**config.mk**
```make
export PLATFORM = sky130hd
export DESIGN_NAME = bist_misr_ctrl
export DESIGN_NICKNAME = d
export VERILOG_FILES = /design/src/rtl/bist_pkg.sv /design/src/rtl/misr_core.sv /design/src/rtl/bist_misr_ctrl.sv
export SDC_FILE = /design/constraint.sdc
export NUM_CORES = 1
export LEC_CHECK = 0
export CORE_MARGIN = 2
export CORE_UTILIZATION = 34
export CTS_CLUSTER_SIZE = 28
export DETAILED_ROUTE_END_ITERATION = 8
export HOLD_SLACK_MARGIN = 0.08
export SETUP_SLACK_MARGIN = 0.4
export SLEW_MARGIN = 20
export SYNTH_ARGS = -nofsm -noshare
export SYNTH_HDL_FRONTEND = slang
export SYNTH_HIERARCHICAL = 1
export SYNTH_SLANG_ARGS = --single-unit
export TNS_END_PERCENT = 100
```
**constraint.sdc**
```tcl
create_clock -name clk -period 3.55 [get_ports clk]
set_input_delay 0.5325 -clock clk [delete_from_list [all_inputs] [get_ports clk]]
set_output_delay 0.5325 -clock clk [all_outputs]
set_load 0.02 [all_outputs]
```
**src/rtl/bist_pkg.sv**
```systemverilog
`default_nettype none
// ============================================================================
//  Module      : bist_pkg
//  Description : Shared constants for the BIST signature compactor:
//                FSM state encoding and default MISR feedback taps per width.
//  Revision    : 1.0  - initial release
// ============================================================================
package bist_pkg;

    // Session controller state encoding
    localparam logic [1:0] ST_IDLE = 2'd0;
    localparam logic [1:0] ST_RUN  = 2'd1;
    localparam logic [1:0] ST_DONE = 2'd2;

    // Default maximal-length feedback tap masks
    localparam logic [7:0]  C_POLY_W8  = 8'hB8;
    localparam logic [15:0] C_POLY_W16 = 16'hB400;
    localparam logic [31:0] C_POLY_W32 = 32'h8020_0003;

    // Pick a default tap mask for a given width; widths without a listed
    // entry fall back to the 8-bit mask in the low byte.
    function automatic logic [31:0] default_poly(input int width);
        logic [31:0] poly;
        case (width)
            16:      poly = {16'h0000, C_POLY_W16};
            32:      poly = C_POLY_W32;
            default: poly = {24'h00_0000, C_POLY_W8};
        endcase
        return poly;
    endfunction

endpackage
`default_nettype wire

```
**src/rtl/misr_core.sv**
```systemverilog
`default_nettype none
// ============================================================================
//  Module      : misr_core
//  Description : Pure MISR datapath register. Loads SEED on load, otherwise
//                compacts one response vector per shift.
//  Revision    : 1.0  - initial release
// ============================================================================
module misr_core #(
    parameter int               WIDTH = 8,
    parameter logic [WIDTH-1:0] POLY  = 8'hB8,
    parameter logic [WIDTH-1:0] SEED  = '0
) (
    input  logic             clk,
    input  logic             rst,
    input  logic             load,
    input  logic             shift,
    input  logic [WIDTH-1:0] z,
    output logic [WIDTH-1:0] q
);

    logic [WIDTH-1:0] r_q;
    logic             w_fb;
    logic [WIDTH-1:0] w_q_next;

    // Parity of the tapped bits becomes the new LSB; the response is folded in
    assign w_fb     = ^(r_q & POLY);
    assign w_q_next = {r_q[WIDTH-2:0], w_fb} ^ z;

    // Signature register: load takes priority over compaction
    always_ff @(posedge clk or negedge rst) begin
        if (!rst) begin
            r_q <= SEED;
        end else if (load) begin
            r_q <= SEED;
        end else if (shift) begin
            r_q <= w_q_next;
        end
    end

    assign q = r_q;

endmodule
`default_nettype wire

```
**src/rtl/bist_misr_ctrl.sv**
```systemverilog
`default_nettype none
// ============================================================================
//  Module      : bist_misr_ctrl
//  Description : Multiple-input signature register with session control.
//                Compacts CYCLES enabled responses, then compares the final
//                signature against golden and holds pass/done until restart.
//  Revision    : 1.0  - initial release
// ============================================================================
module bist_misr_ctrl
    import bist_pkg::*;
#(
    parameter int               WIDTH  = 8,
    parameter logic [WIDTH-1:0] POLY   = WIDTH'(default_poly(WIDTH)),
    parameter logic [WIDTH-1:0] SEED   = '0,
    parameter int               CYCLES = 255,
    parameter int               CNT_W  = $clog2(CYCLES + 1)
) (
    input  logic             clk,
    input  logic             rst,
    input  logic             start,
    input  logic             en,
    input  logic [WIDTH-1:0] z,
    input  logic [WIDTH-1:0] golden,
    output logic [WIDTH-1:0] qout,
    output logic             busy,
    output logic             done,
    output logic             pass
);

    localparam logic [CNT_W-1:0] C_CNT_LAST = CNT_W'(CYCLES - 1);
    localparam logic [CNT_W-1:0] C_CNT_ONE  = CNT_W'(1);

    logic [1:0]       r_state;
    logic [1:0]       w_state_next;
    logic             r_busy;
    logic             r_done;
    logic             r_pass;
    logic [CNT_W-1:0] r_cnt;

    logic             w_run;
    logic             w_shift;
    logic             w_last;
    logic [WIDTH-1:0] w_q;
    logic             w_fb;
    logic [WIDTH-1:0] w_q_next;

    // A start is always a pure load, so it suppresses compaction of that z
    assign w_run   = (r_state == ST_RUN);
    assign w_shift = w_run & en & ~start;
    assign w_last  = w_shift & (r_cnt == C_CNT_LAST);

    misr_core #(
        .WIDTH (WIDTH),
        .POLY  (POLY),
        .SEED  (SEED)
    ) u_misr_core (
        .clk   (clk),
        .rst   (rst),
        .load  (start),
        .shift (w_shift),
        .z     (z),
        .q     (w_q)
    );

    // Signature the core will hold after this edge; the verdict is taken on
    // the value being written, not the one currently in the register.
    assign w_fb     = ^(w_q & POLY);
    assign w_q_next = {w_q[WIDTH-2:0], w_fb} ^ z;

    // Next-state decode; start restarts from any state, illegal codes recover
    always_comb begin
        w_state_next = r_state;
        if (start) begin
            w_state_next = ST_RUN;
        end else begin
            case (r_state)
                ST_IDLE: w_state_next = ST_IDLE;
                ST_RUN:  w_state_next = w_last ? ST_DONE : ST_RUN;
                ST_DONE: w_state_next = ST_DONE;
                default: w_state_next = ST_IDLE;
            endcase
        end
    end

    // State register with registered busy/done flags decoded from next state
    always_ff @(posedge clk or negedge rst) begin
        if (!rst) begin
            r_state <= ST_IDLE;
            r_busy  <= 1'b0;
            r_done  <= 1'b0;
        end else begin
            r_state <= w_state_next;
            r_busy  <= (w_state_next == ST_RUN);
            r_done  <= (w_state_next == ST_DONE);
        end
    end

    // Vector counter: cleared on start, wraps to zero as the session closes
    always_ff @(posedge clk or negedge rst) begin
        if (!rst) begin
            r_cnt <= '0;
        end else if (start) begin
            r_cnt <= '0;
        end else if (w_last) begin
            r_cnt <= '0;
        end else if (w_shift) begin
            r_cnt <= r_cnt + C_CNT_ONE;
        end
    end

    // Verdict: captured once on the final compaction, cleared by a new start
    always_ff @(posedge clk or negedge rst) begin
        if (!rst) begin
            r_pass <= 1'b0;
        end else if (start) begin
            r_pass <= 1'b0;
        end else if (w_last) begin
            r_pass <= (w_q_next == golden);
        end
    end

    assign qout = w_q;
    assign busy = r_busy;
    assign done = r_done;
    assign pass = r_pass;

endmodule
`default_nettype wire

```
[Word level (Yosys, flattened, before mapping)]
Index checks and enable logic that the tools add are counted.
Widths: inputs -> output; s select.
Word-level totals
  bits of input ports: 20
  output and inout bits: 11
  flip-flop bits (word level): 21
  word-level logic and storage cells: 32
Operators by class
  equality and inequality tests: 6
  reductions and logical operators: 4
  add/sub/neg operators: 1
  muxes and demuxes: 10
  bitwise gates (word level): 5
Operator list (count)
  $mux 8: 5
  $add 8x1->8 const B: 1
  $eq 8x8->1: 1
  $eq 8x8->1 const B: 1
  $reduce_xor 8->1: 1
  $xor 8x8->8: 1
  $eq 2x1->1 const B: 2
  $eq 2x2->1 const B: 2
  $mux 2: 2
  $pmux 2 s2: 1
  $reduce_bool 2->1: 2
  $and 1x1->1: 3
  $reduce_bool 3->1: 1
  $mux 1: 2
  $not 1->1: 1

[Longest topological paths before layout]
  depth in word-level cells: 8
  depth in mapped cells: 7
  depth with buffers taken out: 7

[By module]
The synthesis kept the hierarchy.
Modules (own cells, without submodules)
  bist_misr_ctrl: cells an instance 84, area an instance 868.3 um^2, instances 1, seq. area each 325.3 um^2
  misr_core: cells an instance 38, area an instance 419.2 um^2, instances 1, seq. area each 200.2 um^2

[Least setup slack after synthesis]
No wires, ideal clock.
  path kind: register to register
  start point: reg r_state[1]
  end point: reg r_pass, in the netlist pass
  data arrival time: 1549 ps
  required time: 3430 ps
  path buffers: 1
  clock period less this slack: 1669 ps
  stages on the path, launching flop included: 8
  setup time: 120 ps
  path slack: 1881 ps
  cell sequence: dfrtp_1 inv_1 ha_1 nand2_2 or3_1 buf_6 and3_4 a31o_1
On the way
  longest elaborated chain between the ends: 5
Ends and longest elaborated chain
  start, declared: RTL line bist_misr_ctrl.sv:33  | logic [1:0] r_state;
  start signal, assigned: RTL line bist_misr_ctrl.sv:92  | r_state <= w_state_next;
  $eq 2x1->1: RTL line bist_misr_ctrl.sv:48  | assign w_run = (r_state == ST_RUN);
  $and 1x1->1 (2 in series): RTL line bist_misr_ctrl.sv:49  | assign w_shift = w_run & en & ~start;
  $and 1x1->1: RTL line bist_misr_ctrl.sv:50  | assign w_last = w_shift & (r_cnt == C_CNT_LAST);
  $reduce_bool 2->1 (no source line)
  end signal, assigned: RTL line bist_misr_ctrl.sv:118  | r_pass <= (w_q_next == golden);
  end, declared: RTL line bist_misr_ctrl.sv:37  | logic r_pass;
Every way passes these cells.
A chain may end at the register's enable or synchronous reset.

[Worst setup path after layout]
  start point: in start
  end point: reg r_cnt[7]
On the way
  longest elaborated chain between the ends: 5
  elaborated cells between the ends (all ways): 6
  classes of those cells: 2 x mux; 3 x bitwise; 1 x reduce/logical
Ends and longest elaborated chain
  start, declared: RTL line bist_misr_ctrl.sv:20  | input logic start,
  $not 1->1: RTL line bist_misr_ctrl.sv:49
  $and 1x1->1: RTL line bist_misr_ctrl.sv:49
  $and 1x1->1: RTL line bist_misr_ctrl.sv:50
  $mux 8: RTL line bist_misr_ctrl.sv:104  | end else if (w_last) begin
  $mux 8: RTL line bist_misr_ctrl.sv:102  | end else if (start) begin
  end signal, assigned: RTL line bist_misr_ctrl.sv:107  | r_cnt <= r_cnt + C_CNT_ONE;
  end, declared: RTL line bist_misr_ctrl.sv:38  | logic [CNT_W-1:0] r_cnt;
Parallel ways exist; a longest one is shown, timed or not.

==> reports/qor.yml <==
netlist_area_sq_um: 1290
hp-start: "r_cnt[7]$_DFFE_PN0P_"
cts-resized-gates: 0
maxCapViolCount: 0
vias_per_cell: 4.81
critical_path_arrival_ps: 2160
grt_max_degree: 22
min_period_ps: 2010
async_reset_ff_share_pct: 100
first_pass_iters: 4
synth_top_area_cell: "dfrtp_1"
power_density_nw_per_um2: 329
rrSetupSlack_ps: 1710
grt_pass1_wl_microns: 4510
critPathKind: "in -> reg"
switching_share_pct: 27.1
rsz0062_at_grt: "no"
p_int_uw: 403
grtUsageMet3_pct: 4.62
finalSetupViolCount: 0
syn_nets: 146
hpwl_microns: 1930
cts-buffers-inserted: 3
drt_iter0_drc: 37
fin_cells: 202
wirelength_microns: 2540
die_w_microns: 65.5
grt.overflow.total: 0
met1_usage_pct: 17.4
cp_num_buf_inv: 1
dp.cells: 198
fin_hold_ws_ps: 565
hold_viol: 0
share_seq_of_total_power_pct: 47.2
antenna_found_initial: 0
num_antenna_cells: 0
critPathTopFamily: "buffers and inverters"
busiest_layer: "met2"
path_clk_slew_ps: 80
gp_congestion: 0.753
slew_violations: 0
totalNegativeSetupSlack_ps: 0
drive_gt1_share_pct: 5.84
port_buffers: 30
clk_latency_ps: 260
ys_seq_elements: 21
cp-end-kind: "register"
ios: 31
grt_pass1_vias: 1020
clk_path_buf_depth: 2
finalClockSkew_ps: 4.55
max-slew-margin-rel_pct: 36.3
finalCritPeriodShare_pct: 56.5
synth_flop_cell: "dfrtp_1"
dieArea_sq_um: 4290
power.leakage_nw: 0.689
root_buffer: "clkbuf_8"
synth.area.top_cells: "dfrtp_1 (41%), xnor2_1 (14%), xnor3_1 (10%), nor2_1 (5.2%), a211oi_1 (4.7%)"
synth.avg_cell_area_sq_um: 10.6
critPathMaxStageDelay_ps: 840
start_util_pct: 35.2
timing.rr.start: "r_state[1]$_DFF_PN0_"
clock_sinks: 21
ant_nets: 0
num-nets-final: 179
grtUsageTotal_pct: 13.4
tightest_slew_ps: 952
num_rows: 22
max_freq_mhz: 499
coreArea_sq_um: 3660
vdd_drop_max_v: 0.000156
drc_errors: 0
slowest_stage: "clkdlybuf4s50_1"
netlist_instances: 122
crit_chain: "clkdlybuf4s50_1 > a21oi_1 > nor4_1 > xnor2_1 > nor2_1"
area_delta_synth_final_pct: 30.6
worstHoldPathType: "reg -> reg"
synth_top_area_share_pct: 40.8
cp_max_fo: 16
synth-seq-area-share_pct: 40.8
worstPathRequired_ps: 3710
met2_usage_pct: 22.6
power_frac_comb_pct: 23.8
synth_edf_count: 0
yosys_warnings: 6
die_h_microns: 65.5
status: "complete, no violations"
synth_common_cells: "dfrtp_1 (21), xnor2_1 (21), nor2_1 (18)"
netlist-cell-type-count: 29
cp-startpoint: "start"
clockPowerShare_pct: 29.0
post_cts.repair.setup_buffers: 0
p_switching_uw: 150
cts_hold_buf: 0
cts_tree: "done"
wl_per_cell_microns: 12.6
startpoint_type: "input pin"
htree_levels: 1
vias: 971
-- metal layers --
layer  routed length (microns)  up-vias
met5                         0        -
met4                         0        0
met3                       140        0
met2                      1240       26
met1                      1160      462
li1                          -      483
-- layout make-up --
type | instances | area, sq um
clock buffers | 3 | 41.3
clock inverters | 1 | 5.00
fillers | 347 | 1980
inverters | 5 | 18.8
multi-input cells | 93 | 723
flip-flops and latches | 21 | 526
well taps | 48 | 60.1
repair buffers | 31 | 308
-- per-stage QoR --
step	power, mW	setup slack, ps	util (%)	area, sq um
2_1_floorplan	0.342	1880	-	1290
3_3_place_gp	0.398	1300	44.7	1640
3_5_place_dp	0.399	1260	44.7	1640
4_1_cts	0.561	1540	45.9	1680
5_1_grt	0.583	1400	45.9	1680
6_report	0.553	1540	45.9	1680
-- kinds of logic (layout without fill, tap and decap cells) --
family | count (synthesis) | in the layout | synth area share [%]
AO/OA/AOI/OAI | 16 | 16 | 9.23
XOR/XNOR | 29 | 29 | 26.1
flip-flops | 21 | 21 | 40.8
buffers and inverters | 8 | 40 | 3.01
adder cells (fa/ha/maj) | 4 | 4 | 3.89
AND/OR/NAND/NOR | 44 | 44 | 16.9
-- tightest hold or removal path, stage by stage, from the launching register on --
cell     delay (ps)
dfrtp_1         380
xnor2_1         120
nor2_1           40
-- worst paths after layout --
check                                                     to  cells past startpoint
worst min register to register          r_cnt[7]$_DFFE_PN0P_                      2
worst max-delay path                    r_cnt[7]$_DFFE_PN0P_                      5
min in group asynchronous                     done$_DFF_PN0_                      1
worst min-delay path                    r_cnt[7]$_DFFE_PN0P_                      2
max in group asynchronous       u_misr_core/q[3]$_DFFE_PN0P_                      1
worst max register to register              pass$_DFFE_PN0P_                      6
-- power by group through the flow --
stage | clock network (mW) | registers, mW | logic [mW]
global placement | 0 | 0.266 | 0.132
floorplan | 0 | 0.272 | 0.0704
detailed placement | 0 | 0.266 | 0.133
global route | 0.177 | 0.263 | 0.143
CTS | 0.166 | 0.261 | 0.134
finish | 0.160 | 0.261 | 0.132
-- placed cells by master (no fill, tap or decap), types with 2 or more instances in the layout --
cell type        instances
nand3_1                  3
nor2b_1                  2
nor4_1                   2
clkdlybuf4s50_1         30
ha_1                     4
nor2_1                  18
a21oi_1                  2
o21ai_0                  2
clkbuf_8                 3
nand4_1                  2
xnor2_1                 21
dfrtp_1                 21
inv_1                    5
nand2b_1                 2
nand2_2                  2
nor3b_1                  2
nand2_1                  7
a211oi_1                 8
xnor3_1                  6
xor2_1                   2
-- registers in the layout (all words and copies together), names as in the netlist --
signal and cells:
r_cnt 8, u_misr_core/q 8, r_state 2, busy 1, done 1, pass 1
(Power assumes the default switching activity.)
